### config.mk
export PLATFORM = sky130hd
export DESIGN_NAME = arcade_input_mapper
export DESIGN_NICKNAME = d
export VERILOG_FILES = /design/src/rtl/arcade_input_pkg.sv /design/src/rtl/coin_stretch.sv /design/src/rtl/arcade_input_mapper.sv
export SDC_FILE = /design/constraint.sdc
export NUM_CORES = 1
export LEC_CHECK = 0
export CELL_PAD_IN_SITES_DETAIL_PLACEMENT = 0
export CELL_PAD_IN_SITES_GLOBAL_PLACEMENT = 1
export CORE_ASPECT_RATIO = 1.4
export CORE_MARGIN = 3
export CORE_UTILIZATION = 42
export CTS_BUF_LIST = sky130_fd_sc_hd__clkbuf_2 sky130_fd_sc_hd__clkbuf_4 sky130_fd_sc_hd__clkbuf_8
export CTS_CLUSTER_SIZE = 25
export DETAILED_ROUTE_END_ITERATION = 8
export HOLD_SLACK_MARGIN = 0.12
export PLACE_DENSITY = 0.87
export SLEW_MARGIN = 20
export SYNTH_ARGS = -nofsm -noshare
export SYNTH_HDL_FRONTEND = slang
export SYNTH_SLANG_ARGS = --single-unit
### constraint.sdc
create_clock -name clk_sys -period 13.1 [get_ports clk_sys]
set_clock_uncertainty 0.15 [all_clocks]
set_input_delay 2.62 -clock clk_sys [delete_from_list [all_inputs] [get_ports clk_sys]]
set_output_delay 2.62 -clock clk_sys [all_outputs]
set_load 0.01 [all_outputs]
### src/rtl/arcade_input_pkg.sv
// Shared constants for the arcade input front-end: PS/2 event field
// positions, joystick word bit positions, the DIP download index and the
// default keyboard map with its decode helper.
package arcade_input_pkg;

    // hps_io ps2_key fields
    localparam int PS2_TOGGLE   = 10;
    localparam int PS2_PRESSED  = 9;
    localparam int PS2_EXTENDED = 8;

    // Joystick word layout (start and coin sit above the fire buttons)
    localparam int JOY_RIGHT  = 0;
    localparam int JOY_LEFT   = 1;
    localparam int JOY_DOWN   = 2;
    localparam int JOY_UP     = 3;
    localparam int JOY_BTN0   = 4;
    localparam int JOY_WORD_W = 16;

    // ioctl index carrying the DIP switch bytes
    localparam logic [7:0] DIP_IOCTL_INDEX = 8'd254;

    // Player 1 directions and buttons
    localparam logic [7:0] SC_P1_UP    = 8'h75;
    localparam logic [7:0] SC_P1_DOWN  = 8'h72;
    localparam logic [7:0] SC_P1_LEFT  = 8'h6B;
    localparam logic [7:0] SC_P1_RIGHT = 8'h74;
    localparam logic [7:0] SC_P1_BTN0  = 8'h14;
    localparam logic [7:0] SC_P1_BTN1  = 8'h11;
    localparam logic [7:0] SC_P1_BTN2  = 8'h29;
    localparam logic [7:0] SC_P1_BTN3  = 8'h12;

    // Player 2 directions (R/F/D/G) and buttons
    localparam logic [7:0] SC_P2_UP    = 8'h2D;
    localparam logic [7:0] SC_P2_DOWN  = 8'h2B;
    localparam logic [7:0] SC_P2_LEFT  = 8'h23;
    localparam logic [7:0] SC_P2_RIGHT = 8'h34;
    localparam logic [7:0] SC_P2_BTN0  = 8'h1C;
    localparam logic [7:0] SC_P2_BTN1  = 8'h1B;
    localparam logic [7:0] SC_P2_BTN2  = 8'h15;
    localparam logic [7:0] SC_P2_BTN3  = 8'h1D;

    // Players 3 and 4 have buttons only (U/I/O/P and J/K/L/;)
    localparam logic [7:0] SC_P3_BTN0  = 8'h3C;
    localparam logic [7:0] SC_P3_BTN1  = 8'h43;
    localparam logic [7:0] SC_P3_BTN2  = 8'h44;
    localparam logic [7:0] SC_P3_BTN3  = 8'h4D;
    localparam logic [7:0] SC_P4_BTN0  = 8'h3B;
    localparam logic [7:0] SC_P4_BTN1  = 8'h42;
    localparam logic [7:0] SC_P4_BTN2  = 8'h4B;
    localparam logic [7:0] SC_P4_BTN3  = 8'h4C;

    // Starts (1..4 on the number row, F1/F2 as alternates)
    localparam logic [7:0] SC_START1    = 8'h16;
    localparam logic [7:0] SC_START2    = 8'h1E;
    localparam logic [7:0] SC_START3    = 8'h26;
    localparam logic [7:0] SC_START4    = 8'h25;
    localparam logic [7:0] SC_START1_F1 = 8'h05;
    localparam logic [7:0] SC_START2_F2 = 8'h06;

    // Coins (5..8 on the number row, ESC as coin 1 alternate)
    localparam logic [7:0] SC_COIN1     = 8'h2E;
    localparam logic [7:0] SC_COIN2     = 8'h36;
    localparam logic [7:0] SC_COIN3     = 8'h3D;
    localparam logic [7:0] SC_COIN4     = 8'h3E;
    localparam logic [7:0] SC_COIN1_ESC = 8'h76;

    typedef enum logic [1:0] {
        KEY_DIR   = 2'd0,
        KEY_BTN   = 2'd1,
        KEY_START = 2'd2,
        KEY_COIN  = 2'd3
    } key_kind_e;

    // For KEY_DIR, idx is the joystick bit index; for KEY_BTN, the button
    typedef struct packed {
        logic      hit;
        logic [1:0] player;
        key_kind_e kind;
        logic [1:0] idx;
    } key_map_t;

    function automatic key_map_t key_hit(input logic [1:0] player,
                                         input key_kind_e kind,
                                         input logic [1:0] idx);
        key_map_t m;
        m.hit    = 1'b1;
        m.player = player;
        m.kind   = kind;
        m.idx    = idx;
        return m;
    endfunction

    // Translate a scancode into the player/function it controls
    function automatic key_map_t decode_key(input logic [7:0] code);
        key_map_t m;
        m.hit    = 1'b0;
        m.player = 2'd0;
        m.kind   = KEY_DIR;
        m.idx    = 2'd0;
        case (code)
            SC_P1_UP:     m = key_hit(2'd0, KEY_DIR, 2'(JOY_UP));
            SC_P1_DOWN:   m = key_hit(2'd0, KEY_DIR, 2'(JOY_DOWN));
            SC_P1_LEFT:   m = key_hit(2'd0, KEY_DIR, 2'(JOY_LEFT));
            SC_P1_RIGHT:  m = key_hit(2'd0, KEY_DIR, 2'(JOY_RIGHT));
            SC_P1_BTN0:   m = key_hit(2'd0, KEY_BTN, 2'd0);
            SC_P1_BTN1:   m = key_hit(2'd0, KEY_BTN, 2'd1);
            SC_P1_BTN2:   m = key_hit(2'd0, KEY_BTN, 2'd2);
            SC_P1_BTN3:   m = key_hit(2'd0, KEY_BTN, 2'd3);
            SC_P2_UP:     m = key_hit(2'd1, KEY_DIR, 2'(JOY_UP));
            SC_P2_DOWN:   m = key_hit(2'd1, KEY_DIR, 2'(JOY_DOWN));
            SC_P2_LEFT:   m = key_hit(2'd1, KEY_DIR, 2'(JOY_LEFT));
            SC_P2_RIGHT:  m = key_hit(2'd1, KEY_DIR, 2'(JOY_RIGHT));
            SC_P2_BTN0:   m = key_hit(2'd1, KEY_BTN, 2'd0);
            SC_P2_BTN1:   m = key_hit(2'd1, KEY_BTN, 2'd1);
            SC_P2_BTN2:   m = key_hit(2'd1, KEY_BTN, 2'd2);
            SC_P2_BTN3:   m = key_hit(2'd1, KEY_BTN, 2'd3);
            SC_P3_BTN0:   m = key_hit(2'd2, KEY_BTN, 2'd0);
            SC_P3_BTN1:   m = key_hit(2'd2, KEY_BTN, 2'd1);
            SC_P3_BTN2:   m = key_hit(2'd2, KEY_BTN, 2'd2);
            SC_P3_BTN3:   m = key_hit(2'd2, KEY_BTN, 2'd3);
            SC_P4_BTN0:   m = key_hit(2'd3, KEY_BTN, 2'd0);
            SC_P4_BTN1:   m = key_hit(2'd3, KEY_BTN, 2'd1);
            SC_P4_BTN2:   m = key_hit(2'd3, KEY_BTN, 2'd2);
            SC_P4_BTN3:   m = key_hit(2'd3, KEY_BTN, 2'd3);
            SC_START1:    m = key_hit(2'd0, KEY_START, 2'd0);
            SC_START2:    m = key_hit(2'd1, KEY_START, 2'd0);
            SC_START3:    m = key_hit(2'd2, KEY_START, 2'd0);
            SC_START4:    m = key_hit(2'd3, KEY_START, 2'd0);
            SC_START1_F1: m = key_hit(2'd0, KEY_START, 2'd0);
            SC_START2_F2: m = key_hit(2'd1, KEY_START, 2'd0);
            SC_COIN1:     m = key_hit(2'd0, KEY_COIN, 2'd0);
            SC_COIN2:     m = key_hit(2'd1, KEY_COIN, 2'd0);
            SC_COIN3:     m = key_hit(2'd2, KEY_COIN, 2'd0);
            SC_COIN4:     m = key_hit(2'd3, KEY_COIN, 2'd0);
            SC_COIN1_ESC: m = key_hit(2'd0, KEY_COIN, 2'd0);
            default:      m.hit = 1'b0;
        endcase
        return m;
    endfunction

endpackage

### src/rtl/coin_stretch.sv
// Coin pulse stretcher: guarantees the registered coin output stays high
// for at least COIN_PULSE_CYCLES clocks after each rising edge of raw.
module coin_stretch #(
    parameter int COIN_PULSE_CYCLES = 240000
) (
    input  logic clk_sys,
    input  logic reset,
    input  logic raw,
    output logic stretched
);

    // The counter is compared before it decrements, so loading N-1 on the
    // edge yields exactly N high cycles including the edge cycle itself.
    localparam int CNT_W = (COIN_PULSE_CYCLES > 1) ? $clog2(COIN_PULSE_CYCLES) : 1;
    localparam logic [CNT_W-1:0] RELOAD =
        (COIN_PULSE_CYCLES > 0) ? CNT_W'(COIN_PULSE_CYCLES - 1) : '0;

    logic             raw_prev;
    logic [CNT_W-1:0] cnt;
    logic             rise;

    assign rise = raw & ~raw_prev;

    // Edge detect, reloadable down-counter saturating at zero, output register
    always_ff @(posedge clk_sys or posedge reset) begin
        if (reset) begin
            raw_prev  <= 1'b0;
            cnt       <= '0;
            stretched <= 1'b0;
        end else begin
            raw_prev  <= raw;
            stretched <= raw | (cnt != '0);
            if (rise) begin
                cnt <= RELOAD;
            end else if (cnt != '0) begin
                cnt <= cnt - 1'b1;
            end
        end
    end

endmodule

### src/rtl/arcade_input_mapper.sv
// Arcade input front-end: merges hps_io PS/2 key events and joystick words
// into registered per-player controls with SOCD cleaning, coin stretching,
// optional player merge and DIP capture from the ioctl download.
// Optional autofire is compiled in with ARCADE_INPUT_AUTOFIRE_EN.
module arcade_input_mapper
    import arcade_input_pkg::*;
#(
    parameter int NUM_PLAYERS       = 2,
    parameter int NUM_BUTTONS       = 2,
    parameter int COIN_PULSE_CYCLES = 240000,
    parameter int DIP_BYTES         = 8
`ifdef ARCADE_INPUT_AUTOFIRE_EN
    ,
    parameter int AUTOFIRE_HALF     = 600000
`endif
) (
    input  logic                            clk_sys,
    input  logic                            reset,
    input  logic [10:0]                     ps2_key,
    input  logic [NUM_PLAYERS*16-1:0]       joy,
    input  logic                            merge_players,
`ifdef ARCADE_INPUT_AUTOFIRE_EN
    input  logic [NUM_BUTTONS-1:0]          autofire_mask,
`endif
    input  logic                            ioctl_wr,
    input  logic [7:0]                      ioctl_index,
    input  logic [24:0]                     ioctl_addr,
    input  logic [7:0]                      ioctl_dout,
    output logic [NUM_PLAYERS*4-1:0]        dir_out,
    output logic [NUM_PLAYERS*NUM_BUTTONS-1:0] btn_out,
    output logic [NUM_PLAYERS-1:0]          start_out,
    output logic [NUM_PLAYERS-1:0]          coin_out,
    output logic [DIP_BYTES*8-1:0]          dip_out
);

    // Key state mirrors the joystick word layout so both can simply be ORed
    localparam int START_BIT = JOY_BTN0 + NUM_BUTTONS;
    localparam int COIN_BIT  = JOY_BTN0 + NUM_BUTTONS + 1;
    localparam int KEY_W     = COIN_BIT + 1;

    // Opposing directions cancel; neither side wins
    function automatic logic [3:0] socd_clean(input logic [3:0] d);
        logic [3:0] c;
        c = d;
        if (d[JOY_LEFT] && d[JOY_RIGHT]) begin
            c[JOY_LEFT]  = 1'b0;
            c[JOY_RIGHT] = 1'b0;
        end
        if (d[JOY_UP] && d[JOY_DOWN]) begin
            c[JOY_UP]   = 1'b0;
            c[JOY_DOWN] = 1'b0;
        end
        return c;
    endfunction

    logic             toggle_prev;
    logic             key_event;
    key_map_t         key_map;
    logic             key_valid;
    logic [3:0]       key_bit;
    logic [KEY_W-1:0] key_state [NUM_PLAYERS];

    logic [NUM_PLAYERS*4-1:0]           dir_raw;
    logic [NUM_PLAYERS*4-1:0]           dir_merged;
    logic [NUM_PLAYERS*4-1:0]           dir_clean;
    logic [NUM_PLAYERS*NUM_BUTTONS-1:0] btn_raw;
    logic [NUM_PLAYERS*NUM_BUTTONS-1:0] btn_merged;
    logic [NUM_PLAYERS*NUM_BUTTONS-1:0] btn_next;
    logic [NUM_PLAYERS-1:0]             start_raw;
    logic [NUM_PLAYERS-1:0]             coin_raw;
    logic [3:0]                         dir_any;
    logic [NUM_BUTTONS-1:0]             btn_any;

    // The extended flag and unused joystick bits are deliberately ignored
    logic unused_inputs;
    assign unused_inputs = ^{ps2_key[PS2_EXTENDED], joy};

    // Event detect and scancode decode; codes for absent players/buttons drop out
    always_comb begin
        key_event = ps2_key[PS2_TOGGLE] ^ toggle_prev;
        key_map   = decode_key(ps2_key[7:0]);
        key_valid = key_map.hit
                    && (int'(key_map.player) < NUM_PLAYERS)
                    && ((key_map.kind != KEY_BTN) || (int'(key_map.idx) < NUM_BUTTONS));
        case (key_map.kind)
            KEY_DIR:   key_bit = {2'b00, key_map.idx};
            KEY_BTN:   key_bit = 4'(JOY_BTN0) + {2'b00, key_map.idx};
            KEY_START: key_bit = 4'(START_BIT);
            default:   key_bit = 4'(COIN_BIT);
        endcase
    end

    // Key-state register: one bit per mapped function, set to the pressed flag
    always_ff @(posedge clk_sys or posedge reset) begin
        if (reset) begin
            toggle_prev <= 1'b0;
            for (int p = 0; p < NUM_PLAYERS; p++) begin
                key_state[p] <= '0;
            end
        end else begin
            toggle_prev <= ps2_key[PS2_TOGGLE];
            if (key_event && key_valid) begin
                for (int p = 0; p < NUM_PLAYERS; p++) begin
                    for (int i = 0; i < KEY_W; i++) begin
                        if (key_map.player == 2'(p) && key_bit == 4'(i)) begin
                            key_state[p][i] <= ps2_key[PS2_PRESSED];
                        end
                    end
                end
            end
        end
    end

    // Raw merge of keys and joystick, optional player merge, then SOCD
    always_comb begin
        dir_raw    = '0;
        dir_merged = '0;
        dir_clean  = '0;
        btn_raw    = '0;
        btn_merged = '0;
        start_raw  = '0;
        coin_raw   = '0;
        dir_any    = '0;
        btn_any    = '0;
        for (int p = 0; p < NUM_PLAYERS; p++) begin
            for (int i = 0; i < 4; i++) begin
                dir_raw[p*4+i] = key_state[p][i] | joy[p*JOY_WORD_W+i];
            end
            for (int b = 0; b < NUM_BUTTONS; b++) begin
                btn_raw[p*NUM_BUTTONS+b] = key_state[p][JOY_BTN0+b]
                                           | joy[p*JOY_WORD_W+JOY_BTN0+b];
            end
            start_raw[p] = key_state[p][START_BIT] | joy[p*JOY_WORD_W+START_BIT];
            coin_raw[p]  = key_state[p][COIN_BIT]  | joy[p*JOY_WORD_W+COIN_BIT];
            dir_any = dir_any | dir_raw[p*4+:4];
            btn_any = btn_any | btn_raw[p*NUM_BUTTONS+:NUM_BUTTONS];
        end
        for (int p = 0; p < NUM_PLAYERS; p++) begin
            dir_merged[p*4+:4] = merge_players ? dir_any : dir_raw[p*4+:4];
            btn_merged[p*NUM_BUTTONS+:NUM_BUTTONS] =
                merge_players ? btn_any : btn_raw[p*NUM_BUTTONS+:NUM_BUTTONS];
            dir_clean[p*4+:4] = socd_clean(dir_merged[p*4+:4]);
        end
    end

`ifdef ARCADE_INPUT_AUTOFIRE_EN
    localparam int AF_W = (AUTOFIRE_HALF > 1) ? $clog2(AUTOFIRE_HALF) : 1;

    logic [AF_W-1:0]        af_cnt [NUM_PLAYERS];
    logic [NUM_PLAYERS-1:0] af_low;
    logic [NUM_PLAYERS-1:0] af_held;

    // Masked buttons are gated off during the low half of the autofire phase
    always_comb begin
        af_held  = '0;
        btn_next = btn_merged;
        for (int p = 0; p < NUM_PLAYERS; p++) begin
            af_held[p] = |(btn_merged[p*NUM_BUTTONS+:NUM_BUTTONS] & autofire_mask);
            if (af_low[p]) begin
                btn_next[p*NUM_BUTTONS+:NUM_BUTTONS] =
                    btn_merged[p*NUM_BUTTONS+:NUM_BUTTONS] & ~autofire_mask;
            end
        end
    end

    // Per-player phase counter; idle players restart in the high phase
    always_ff @(posedge clk_sys or posedge reset) begin
        if (reset) begin
            af_low <= '0;
            for (int p = 0; p < NUM_PLAYERS; p++) begin
                af_cnt[p] <= '0;
            end
        end else begin
            for (int p = 0; p < NUM_PLAYERS; p++) begin
                if (!af_held[p]) begin
                    af_cnt[p] <= '0;
                    af_low[p] <= 1'b0;
                end else if (af_cnt[p] == AF_W'(AUTOFIRE_HALF - 1)) begin
                    af_cnt[p] <= '0;
                    af_low[p] <= ~af_low[p];
                end else begin
                    af_cnt[p] <= af_cnt[p] + 1'b1;
                end
            end
        end
    end
`else
    assign btn_next = btn_merged;
`endif

    // Output registers for directions, buttons and starts
    always_ff @(posedge clk_sys or posedge reset) begin
        if (reset) begin
            dir_out   <= '0;
            btn_out   <= '0;
            start_out <= '0;
        end else begin
            dir_out   <= dir_clean;
            btn_out   <= btn_next;
            start_out <= start_raw;
        end
    end

    // Coins are never merged; each player gets its own stretcher
    for (genvar gp = 0; gp < NUM_PLAYERS; gp++) begin : g_coin
        coin_stretch #(
            .COIN_PULSE_CYCLES(COIN_PULSE_CYCLES)
        ) u_coin_stretch (
            .clk_sys  (clk_sys),
            .reset    (reset),
            .raw      (coin_raw[gp]),
            .stretched(coin_out[gp])
        );
    end

    // DIP capture from the download stream; out-of-range addresses ignored
    always_ff @(posedge clk_sys or posedge reset) begin
        if (reset) begin
            dip_out <= '0;
        end else if (ioctl_wr && ioctl_index == DIP_IOCTL_INDEX
                     && ioctl_addr < 25'(DIP_BYTES)) begin
            for (int k = 0; k < DIP_BYTES; k++) begin
                if (ioctl_addr == 25'(k)) begin
                    dip_out[k*8+:8] <= ioctl_dout;
                end
            end
        end
    end

endmodule

# ---- After elaboration in Yosys (flattened, before gate mapping)
# Cells that the tools add are included.
dict set report classes {
  addsub 3
  order_cmp 3
  eq_ne 54
  mux 15
  bitwise 25
  reduce_logical 62
}
# operator n
set ops {}
lappend ops {{6-bit one-hot mux with 31 select lines} 1}
lappend ops {{8-bit by 6-bit == test with 1-bit output, second input constant} 13}
lappend ops {{25-bit by 3-bit == test with 1-bit output, second input constant} 4}
lappend ops {{8-bit by 7-bit == test with 1-bit output, second input constant} 11}
lappend ops {{8-bit by 5-bit == test with 1-bit output, second input constant} 9}
lappend ops {{18-bit two-way mux} 4}
lappend ops {{25-bit by 2-bit == test with 1-bit output, second input constant} 2}
lappend ops {{2-bit AND reduction} 24}
lappend ops {{18-bit nonzero test} 2}
lappend ops {{18-bit by 1-bit subtractor with 18-bit output, second input constant} 2}
lappend ops {{35-bit OR reduction} 1}
lappend ops {{25-bit by 1-bit == test with 1-bit output, second input constant} 1}
lappend ops {{1-bit logical AND} 25}
lappend ops {{25-bit zero test} 1}
lappend ops {{25-bit by 4-bit less-than comparator with 1-bit output, second input constant} 1}
lappend ops {{1-bit bitwise OR} 18}
lappend ops {{4-bit by 3-bit == test with 1-bit output, second input constant} 4}
lappend ops {{8-bit by 3-bit == test with 1-bit output, second input constant} 2}
lappend ops {{2-bit two-way mux} 6}
lappend ops {{4-bit one-hot mux with 3 select lines} 1}
lappend ops {{4-bit by 2-bit == test with 1-bit output, second input constant} 2}
lappend ops {{8-bit == test, second input constant} 1}
lappend ops {{4-bit two-way mux} 2}
lappend ops {{2-bit OR reduction} 3}
lappend ops {{other kinds (16)} 22}
dict set report word_totals {
  regBits 135
  in_bits 88
  out_inout_bits 80
  elab_cells 196
}

# ---- Logic depth before layout (Yosys ltp)
# Gate-level depths: netlist of the first run.
dict set report logic_depth {
  ltp_word 8
  mapped_depth 11
  depth_no_buf 9
}

# ---- By module
# From an unflattened synthesis of the first run, not the netlist that was laid out.
dict set report unflattened {
  hier_cells 619
  hier_area_um2 6786.5
}
# module n_inst cells_each area_per_inst_um2 seq_area_each_um2
set by_module_without_submodules {}
lappend by_module_without_submodules {arcade_input_mapper 1 381 4551.9 2377.3}
lappend by_module_without_submodules {coin_stretch 2 119 1117.3 500.5}

# ---- Least setup slack after synthesis of the first run
# OpenSTA, ideal clock, no wires.
dict set report synth_timing {
  kind {input port to flip-flop}
  startpoint {input ps2_key[4]}
  endpoint {register key_state[6] (netlist bit)}
  setup_time_ps 125
  arrival_ps 4623
  required_ps 12825
  slack_ps 8203
  path_stages 8
  n_path_buf 1
  cell_sequence {buf_6 -> or4b_1 -> or4_1 -> o211a_1 -> and3_4 -> nand2b_4 -> nor3_1 -> mux2_2}
}
dict set report synth_between {
  elab_chain_cells 8
  elab_cells_between_ends 57
  classes_between {1 x add/sub; 2 x order compare; 40 x eq/ne; 3 x mux; 11 x reduce/logical}
}
# element line
set synth_lines {}
lappend synth_lines {{start, declared} arcade_input_mapper.sv:19} ;# input logic [10:0] ps2_key,
lappend synth_lines {{8-bit by 7-bit == test with 1-bit output, or another cell as far along} arcade_input_pkg.sv:100} ;# case (code)
lappend synth_lines {{2-bit OR reduction (no line)} -}
lappend synth_lines {{6-bit one-hot mux with 31 select lines} arcade_input_pkg.sv:100}
lappend synth_lines {{3-bit by 2-bit adder with 4-bit output, or another cell as far along} arcade_input_mapper.sv:87} ;# KEY_BTN: key_bit = 4'(JOY_BTN0) + {2'b00, key_map.idx};
lappend synth_lines {{4-bit one-hot mux with 3 select lines, or another cell as far along} arcade_input_mapper.sv:85} ;# case (key_map.kind)
lappend synth_lines {{4-bit by 3-bit == test with 1-bit output / 1-bit logical AND (equally long branches)} {arcade_input_mapper.sv:105, arcade_input_mapper.sv:84}}
lappend synth_lines {{1-bit logical AND, on equally long branches} {arcade_input_mapper.sv:105, arcade_input_mapper.sv:102}}
lappend synth_lines {{2-bit AND reduction (no line) (*)} -}
lappend synth_lines {{end signal, assigned by index} arcade_input_mapper.sv:106} ;# key_state[p][i] <= ps2_key[PS2_PRESSED];
lappend synth_lines {{end, declared} arcade_input_mapper.sv:61} ;# logic [KEY_W-1:0] key_state [NUM_PLAYERS];
# Mark *: on every way between the ends. The rest lies on a longest branch, timed or not.
# A chain may end at the register's enable or synchronous reset.

# ---- Worst setup path in the final report of the first run
dict set report layout_timing {
  startpoint {input ps2_key[0]}
  endpoint {register key_state[13] (netlist bit)}
}
# The elaborated chain is that of the path after synthesis.

==> out/qor.yml, run 1 <==
yosys_warnings: 0
yosys.cell_types.count: 69
hp-class: "reg -> reg"
grt_max_degree: 88
met1_usage_pct: 21.7
tns_ns: 0
cts.sinks: 135
grt_antenna_before_repair: 0
fill_cells: 1263
status: "complete, no violations"
fin_util_pct: 56.3
seqPwrFrac_pct: 49.8
wire_per_inst_um: 17.2
p_leak_nw: 3.56
synth_top_area_share_pct: 52.4
clk_pin_slew_ns: 0.08
hpwl_um: 12100
routed_wl_um: 15900
netlist_top_cells_count: "135 x dfrtp_1, 79 x mux2_2, 40 x nand2_1, 37 x nor2_1, 28 x o21ai_0"
drc: 0
track_usage_pct: 19.1
power_frac_comb_pct: 12.7
rsz0062_at_grt: "false"
met2_usage_pct: 34.8
syn_inst: 572
drtPass1Iterations: 4
rows: 53
gp_congestion: 0.845
path_buf_inv: 1
async_flop_share_pct: 100
crit_family: "compound AO/OA/AOI/OAI gates"
p_per_area_nw_per_um2: 107
grt_pass1_vias: 5112
synthFlopType: "dfrtp_1"
crit_type: "in -> reg"
ant_nets: 0
grt_pass1_wl_um: 26300
synthMostInstantiatedCell: "dfrtp_1"
cts_root_buffer: "clkbuf_8"
clk_path_buf_depth: 2
setup_slack_ns: 7.53
synth_edf_count: 0
clk_latency_ns: 0.43
crit_slowest_cell: "clkdlybuf4s50_1"
cts_resized: 0
hold_violations: 0
diodes: 0
switching_share_pct: 28.3
crit_path_max_fanout: 15
crit_required_ns: 13.26
drt_iter0_drc: 181
crit_path_end_kind: "flop"
path_common_cell: "o21ai_0"
r2r_slack_ns: 10.13
clkPwrFrac_pct: 37.5
path_cells: "clkdlybuf4s50_1 > nand2b_1 > o21ai_0 > a2111oi_0 > o21ai_0 > nor2_1 > and3_1 > mux2_1"
yosys.area.top_type: "dfrtp_1"
nNetsFinal: 807
tightest_slew_ns: 0.800
die_x_um: 111
cpPeakStageDelay_ns: 0.84
drv_cap: 0
max_freq_ghz: 0.180
finalMaxSlewViolations: 0
setup_viol: 0
fin_crit_sh_pct: 42.5
numPortBuffers: 150
cts_inserted_buffers: 17
synthesis.nets: 662
hold_buffers: 0
seq_area_frac_synth_pct: 52.4
startpoint_type: "input port"
synth_seq_cells: 135
cts_setup_buffers: 0
cp.arrival_ns: 5.73
grt_use_met3_pct: 4.25
initial_core_util_pct: 42.8
internal-power_mw: 0.648
fin_crit_ns: 5.57
cts_tree: "yes"
via_count: 5011
p_switching_mw: 0.255
busiest_layer: "met2"
avgSynthCellArea_um2: 11.3
synthTopCellsByArea: "dfrtp_1 52%, mux2_2 14%, nand2_1 2.3%, xnor2_1 2.3%, o21ai_0 2.2%"
dieHeight_um: 153
h-tree-depth: 4
drive_gt1_share_pct: 18.1
ir_drop_uv: 51.9
synthesis.area_um2: 6450
avgViaCountPerCell: 5.43
pre_cts_slack_ns: 7.16
ioPinCount: 168
slew_headroom_pct: 46.5
hold_ws_ns: 0.334
die_area_um2: 16900
area_growth_pct: 31.4
grt_overflow: 0
core_um2: 15100
-- flip-flops by register name (all words and copies together), names as in the netlist --
register and cells:
start_out 2, btn_out 4, dip_out 64, g_coin.u_coin_stretch.cnt 36, g_coin.u_coin_stretch.raw_prev 2, g_coin.u_coin_stretch.stretched 2, key_state 16, toggle_prev 1
dir_out 8
-- area by class of cell --
| type | count | area, um^2 | area share, % |
|---|---|---|---|
| Inverter | 11 | 43.8 | 0.517 |
| Clock inverter | 15 | 156 | 1.85 |
| Multi-Input combinational cell | 401 | 2910 | 34.3 |
| Timing Repair Buffer | 151 | 1510 | 17.9 |
| Clock buffer | 17 | 234 | 2.76 |
| Tap cell | 192 | 240 | 2.83 |
| Sequential cell | 135 | 3380 | 39.9 |
-- worst register-to-register path: cells and delay by family, from the launching register on --
kind / cells / cell delay [ns]
and+or+nand+nor: 5 / 1.44
AOI/OAI and AO/OA: 1 / 0.70
DFF: 1 / 0.42
xor gates and xnor gates: 1 / 0.14
-- metrics by stage --
step	power, mW	instances	instance area (um^2)
3_3_place_gp	0.569	890	8080
4_1_cts	0.913	922	8470
3_5_place_dp	0.574	890	8080
5_1_grt	0.948	922	8470
6_report	0.903	922	8470
2_1_floorplan	0.521	572	6450
-- placed cells by master (no fill, tap or decap), types with 3 or more instances in the layout --
| cell | count |
|---|---|
| a21oi_1 | 12 |
| a31oi_1 | 3 |
| and2_1 | 3 |
| and3_1 | 8 |
| clkbuf_8 | 17 |
| clkdlybuf4s50_1 | 150 |
| clkinvlp_4 | 3 |
| dfrtp_1 | 135 |
| inv_1 | 10 |
| inv_6 | 6 |
| inv_8 | 3 |
| mux2_2 | 79 |
| mux2i_1 | 4 |
| nand2_1 | 40 |
| nand2b_1 | 16 |
| nand3_1 | 13 |
| nand3b_1 | 3 |
| nand4_1 | 7 |
| nor2_1 | 37 |
| nor2b_1 | 8 |
| nor3_1 | 23 |
| nor4_1 | 11 |
| o211ai_1 | 5 |
| o21ai_0 | 28 |
| o31ai_1 | 3 |
| or2_2 | 5 |
| or3_1 | 13 |
| or4_1 | 6 |
| or4b_1 | 3 |
| xnor2_1 | 17 |
| xor2_1 | 3 |
-- final timing paths --
kind | startpoint | to | depth (start not counted)
hold reg to reg | key_state[14] | start_out[0] | 1
min in group asynchronous | reset | btn_out[3] | 2
setup / recovery | ps2_key[0] | key_state[13] | 8
hold / removal | key_state[14] | start_out[0] | 1
setup reg to reg | g_coin[0].u_coin_stretch.cnt[4] | g_coin[0].u_coin_stretch.cnt[14] | 7
max in group asynchronous | reset | dip_out[36] | 3
-- logic make-up after synthesis --
group / synth area share [%]
adders and majority gates: 0.388
and+or+nand+nor: 19.5
buffers and inverters: 2.48
xor gates and xnor gates: 2.72
AOI/OAI and AO/OA: 7.72
muxes: 14.8
DFF: 52.4
-- power by group through the flow --
stage	Sequential (mW)	Clock [mW]	Combinational [mW]
finish	0.450	0.338	0.115
global route	0.453	0.367	0.128
floorplan	0.456	0	0.0651
global placement	0.457	0	0.113
detailed placement	0.458	0	0.116
CTS	0.450	0.347	0.117
-- per-layer routing --
metal  share of wire [%]  up-vias
met3                 4.8       21
met4                 2.2        0
met1                  40     2454
met5                   0        -
met2                  53      166
li1                    -     2370
Power figures use the tool's default switching activity.
==> run 2, diff against run 1 <==
CORE_UTILIZATION = 39   (was 42)
PLACE_DENSITY = 0.82   (was 0.87)
clock period = 5.6 ns   (was 13.1 ns; I/O delays follow)
==> run 2 against run 1 <==
Critical path depth unchanged. Sequential cell count did not move. Largest cell class unchanged. Sequential power increased by 130%. Sequential share of layout area decreased by 0.24 points. First-iteration DRC count up 6.6%. Combinational power up 140%. Non-clock buffer count stayed put. Global-route usage fell by 1.1 points. Routed wire length up 3.5%. Core utilization decreased by 3.6 points.
==> out/qor.yml, run 2 (same netlist as run 1, synthesis figures left out) <==
drtPass1Iterations: 4  # unchanged
hold_violations: 0  # unchanged
final_cell_mix: "150 x clkdlybuf4s50_1, 135 x dfrtp_1, 79 x mux2_2"  # unchanged
path_buf_inv: 1  # unchanged
hold_ws_ns: 0.334  # about the same
fin_crit_sh_pct: 72.1
crit_family: "simple AND/OR/NAND/NOR gates"  # was compound AO/OA/AOI/OAI gates
p_leak_nw: 3.58  # was 3.56 nW
initial_core_util_pct: 39.9  # was 42.8%
diodes: 0  # unchanged
crit_slowest_cell: "clkdlybuf4s50_1"  # unchanged
finalMaxSlewViolations: 0  # unchanged
slew_headroom_pct: 40.1  # was 46.5%
routed_wl_um: 16400  # was 15900 um
grt_antenna_before_repair: 0  # unchanged
cts.sinks: 135  # unchanged
ir_drop_uv: 155  # was 51.9 uV
core_um2: 16200  # was 15100 um^2
status: "complete, no violations"  # unchanged
gp_congestion: 0.847  # was 0.845
largest_reg_flops: 64  # unchanged
area_growth_pct: 32.2  # was 31.4%
clk_path_buf_depth: 2  # unchanged
avgViaCountPerCell: 5.36  # was 5.43
max_freq_ghz: 0.248
ioPinCount: 168  # unchanged
wire_per_inst_um: 17.7  # was 17.2 um
grt_pass1_vias: 5103  # was 5112
hold_buffers: 0  # unchanged
hp-class: "reg -> reg"  # unchanged
drive_gt1_share_pct: 18.1  # unchanged
cts_inserted_buffers: 17  # unchanged
cp.arrival_ns: 4.20  # was 5.73 ns
grt_max_degree: 69  # was 88
stdcell_count: 929  # was 922
hpwl_um: 12500  # was 12100 um
drc: 0  # unchanged
clk_latency_ns: 0.43  # about the same
crit_required_ns: 5.76  # was 13.26 ns
die_area_um2: 18100  # was 16900 um^2
cts_root_buffer: "clkbuf_8"  # unchanged
crit_path_end_kind: "flop"  # unchanged
drv_cap: 0  # unchanged
largest_registers: "dip_out: 64 flops, g_coin.u_coin_stretch.cnt: 36 flops, key_state: 16 flops"  # unchanged
track_usage_pct: 18.1  # was 19.1%
rsz0062_at_grt: "false"  # unchanged
nNetsFinal: 807  # unchanged
crit_path_max_fanout: 16  # was 15
setup_viol: 0  # unchanged
grt_pass1_wl_um: 25900  # was 26300 um
drt_iter0_drc: 193  # was 181
tightest_slew_ns: 0.891  # was 0.800 ns
h-tree-depth: 4  # unchanged
dieHeight_um: 158  # was 153 um
die_x_um: 115  # was 111 um
startpoint_type: "input port"  # unchanged
top_register: "dip_out"  # unchanged
cts_setup_buffers: 0  # unchanged
layout_commonest_cell: "clkdlybuf4s50_1"  # unchanged
crit_type: "in -> reg"  # unchanged
clk_pin_slew_ns: 0.08  # about the same
p_per_area_nw_per_um2: 254  # was 107 nW/um^2
path_cells: "clkdlybuf4s50_1 > or3b_1 > nor3_1 > o21ai_0 > o2111a_1 > nand2_1 > nor3b_1 > mux2_2"  # was clkdlybuf4s50_1 > nand2b_1 > o21ai_0 > a2111oi_0 > o21ai_0 > nor2_1 > and3_1 > mux2_1
ant_nets: 0  # unchanged
dpl.cell_count: 897  # was 890
grt_overflow: 0  # unchanged
rows: 55  # was 53
cpPeakStageDelay_ns: 0.72  # was 0.84 ns
tns_ns: 0  # unchanged
numPortBuffers: 150  # unchanged
fin_crit_ns: 4.04
cts_tree: "yes"  # unchanged
via_count: 4983  # was 5011
cts_resized: 0  # unchanged
==> run 2: area by class of cell <==
cell class	count	area (um^2)
Tap cell	199	249
Sequential cell	135	3380
Multi-Input combinational cell	401	2910
Clock buffer	17	234
Clock inverter	15	190
Fill cell	1414	7650
Inverter	11	43.8
Timing Repair Buffer	151	1520
==> run 2: power by group <==
group	internal, mW	switching [mW]	total (mW)	leakage (nW)
combinational	0.127	0.144	0.271	1.65
clock	0.450	0.395	0.845	0.206
sequential	1.02	0.0328	1.05	1.72
==> run 2: worst paths after layout <==
| check | startpoint | to | slack (ns) | depth (start not counted) |
|---|---|---|---|---|
| min in group asynchronous | reset | dip_out[18] | 1.05 | 2 |
| worst min-delay path | key_state[14] | start_out[0] | 0.33 | 1 |
| worst min register to register | key_state[14] | start_out[0] | 0.33 | 1 |
| worst max-delay path | ps2_key[6] | key_state[11] | 1.56 | 8 |
| max in group asynchronous | reset | dir_out[3] | 3.34 | 3 |
| worst max register to register | g_coin[0].u_coin_stretch.cnt[4] | g_coin[0].u_coin_stretch.cnt[12] | 2.47 | 7 |
==> run 2: routing by layer <==
| metal | vias to the layer above | GRT usage [%] | routed length [um] |
|---|---|---|---|
| li1 | 2358 | - | - |
| met1 | 2444 | 19.9 | 6270 |
| met2 | 161 | 33.7 | 8770 |
| met3 | 20 | 4.63 | 1130 |
| met4 | 0 | 5.60 | 274 |
| met5 | - | 0 | 0 |
==> run 2: worst reg2reg max path, delay by kind of cell (launching register included) <==
kind	cells	cell delay, ns
simple gates	5	1.48
flops	1	0.42
xor+xnor	1	0.14
compound gates	1	0.82
==> run 2: stage by stage <==
| stage | power (mW) | worst slack (ns) | cell area [um^2] | util, % |
|---|---|---|---|---|
| 5_1_grt | 2.28 | 1.37 | 8530 | 52.7 |
| 2_1_floorplan | 1.22 | 0.719 | 6450 | - |
| 3_5_place_dp | 1.35 | 1.14 | 8100 | 50.1 |
| 6_report | 2.17 | 1.56 | 8530 | 52.7 |
| 4_1_cts | 2.20 | 1.62 | 8530 | 52.7 |
| 3_3_place_gp | 1.33 | 1.08 | 8100 | 50.1 |
==> run 3, diff against run 2 <==
clock period = 3.9 ns   (was 5.6 ns; I/O delays follow)
==> run 3 against run 2 <==
Clock power up 35%. Total power increased by 41%. Combinational power is 52% higher. Largest cell class unchanged.
==> out/qor.yml, run 3 (same netlist as run 1, synthesis figures left out) <==
startpoint_type: "input port"  # unchanged
largest_reg_flops: 64  # unchanged
diodes: 0  # unchanged
dieHeight_um: 158  # unchanged
clk_latency_ns: 0.43  # about the same
ioPinCount: 168  # unchanged
layout_commonest_cell: "clkdlybuf4s50_1"  # unchanged
drive_gt1_share_pct: 21.7  # was 18.1%
ir_drop_uv: 169  # was 155 uV
area_growth_pct: 35.9  # was 32.2%
fin_crit_ns: 3.45
hold_violations: 0  # unchanged
p_leak_nw: 3.73  # was 3.58 nW
routed_wl_um: 16900  # was 16400 um
avgViaCountPerCell: 5.32  # was 5.36
die_area_um2: 18100  # unchanged
max_freq_ghz: 0.289
fill_cells: 1438  # was 1414
drtPass1Iterations: 4  # unchanged
hold_buffers: 0  # unchanged
placed_area_um2: 8370  # was 8100 um^2
setup_slack_ns: 0.445  # was 1.56 ns
hpwl_um: 13200  # was 12500 um
cts_root_buffer: "clkbuf_8"  # unchanged
initial_core_util_pct: 39.9  # unchanged
crit_path_end_kind: "flop"  # unchanged
drv_cap: 0  # unchanged
p_per_area_nw_per_um2: 350  # was 254 nW/um^2
crit_required_ns: 4.06  # was 5.76 ns
h-tree-depth: 4  # unchanged
crit_path_max_fanout: 9  # was 16
drc: 0  # unchanged
wire_per_inst_um: 17.5  # was 17.7 um
tns_ns: 0  # unchanged
cts.sinks: 135  # unchanged
tightest_slew_ns: 0.814  # was 0.891 ns
slew_headroom_pct: 45.6  # was 40.1%
pre_cts_slack_ns: 0.0246  # was 1.14 ns
drt_iter0_drc: 189  # was 193
track_usage_pct: 18.7  # was 18.1%
clk_pin_slew_ns: 0.08  # about the same
cts_inserted_buffers: 17  # unchanged
die_x_um: 115  # unchanged
numPortBuffers: 150  # unchanged
grt_pass1_wl_um: 26600  # was 25900 um
status: "complete, no violations"  # unchanged
final_cell_mix: "150 x clkdlybuf4s50_1, 135 x dfrtp_1, 79 x mux2_2"  # unchanged
finalMaxSlewViolations: 0  # unchanged
grt_overflow: 0  # unchanged
via_count: 5126  # was 4983
rsz0062_at_grt: "false"  # unchanged
cts_tree: "yes"  # unchanged
grt_antenna_before_repair: 0  # unchanged
cp.arrival_ns: 3.61  # was 4.20 ns
cts_resized: 0  # unchanged
cts_setup_buffers: 0  # unchanged
hp-class: "reg -> reg"  # unchanged
setup_viol: 0  # unchanged
grt_pass1_vias: 5227  # was 5103
final_area_um2: 8760  # was 8530 um^2
clk_path_buf_depth: 2  # unchanged
rows: 55  # unchanged
crit_type: "in -> reg"  # unchanged
core_um2: 16200  # unchanged
fin_crit_sh_pct: 88.6
largest_registers: "dip_out: 64 flops, g_coin.u_coin_stretch.cnt: 36 flops, key_state: 16 flops"  # unchanged
ant_nets: 0  # unchanged
dpl.cell_count: 931  # was 897
gp_congestion: 0.833  # was 0.847
grt_max_degree: 62  # was 69
top_register: "dip_out"  # unchanged
nNetsFinal: 841  # was 807
stdcell_count: 963  # was 929
-- run 3: power breakdown --
part | internal, mW | switching, mW | total [mW]
sequential | 1.46 | 0.0468 | 1.51
combinational | 0.204 | 0.209 | 0.412
clock | 0.530 | 0.609 | 1.14
total | 2.20 | 0.865 | 3.06
-- run 3: critical path, cell delays in order --
cell and delay [ns]:
clkdlybuf4s50_1 0.55, buf_4 0.23, mux2_2 0.22, o21ai_0 0.12, a2111oi_0 0.63, o21ai_0 0.29, nor2_1 0.26, and3_1 0.21
mux2_1 0.33
-- run 3: per-stage QoR --
step           total power [mW]  hold slack (ns)  util (%)
3_3_place_gp               1.94            0.307      51.8
6_report                   3.06            0.324      54.2
4_1_cts                    3.10            0.338      54.2
3_5_place_dp               1.96            0.316      51.8
5_1_grt                    3.21            0.352      54.2
2_1_floorplan              1.75            0.285         -
-- run 3: cell type report --
type / instances / area, um^2 / share of cell area, %
clock buffer: 17 / 234 / 2.67
multi-input combinational: 401 / 2910 / 33.2
tap: 199 / 249 / 2.84
sequential: 135 / 3380 / 38.6
clock inverter: 15 / 155 / 1.77
inverter: 11 / 45.0 / 0.514
timing repair buffer: 185 / 1790 / 20.4
-- run 3: worst paths after layout --
check | to | from | depth (start not counted) | slack (ns)
max | key_state[13] | ps2_key[4] | 9 | 0.45
max reg2reg | g_coin[1].u_coin_stretch.cnt[13] | g_coin[1].u_coin_stretch.cnt[5] | 7 | 1.11
min | start_out[0] | key_state[14] | 1 | 0.32
min in group asynchronous | dip_out[18] | reset | 2 | 0.69
max in group asynchronous | dip_out[26] | reset | 3 | 2.13
min reg2reg | start_out[0] | key_state[14] | 1 | 0.32
-- run 3: per-layer routing --
layer  track usage, %  routed length (um)
met2             34.8                9090
met5                0                   0
met1             20.7                6330
met4             5.72                 226
met3             4.70                1220
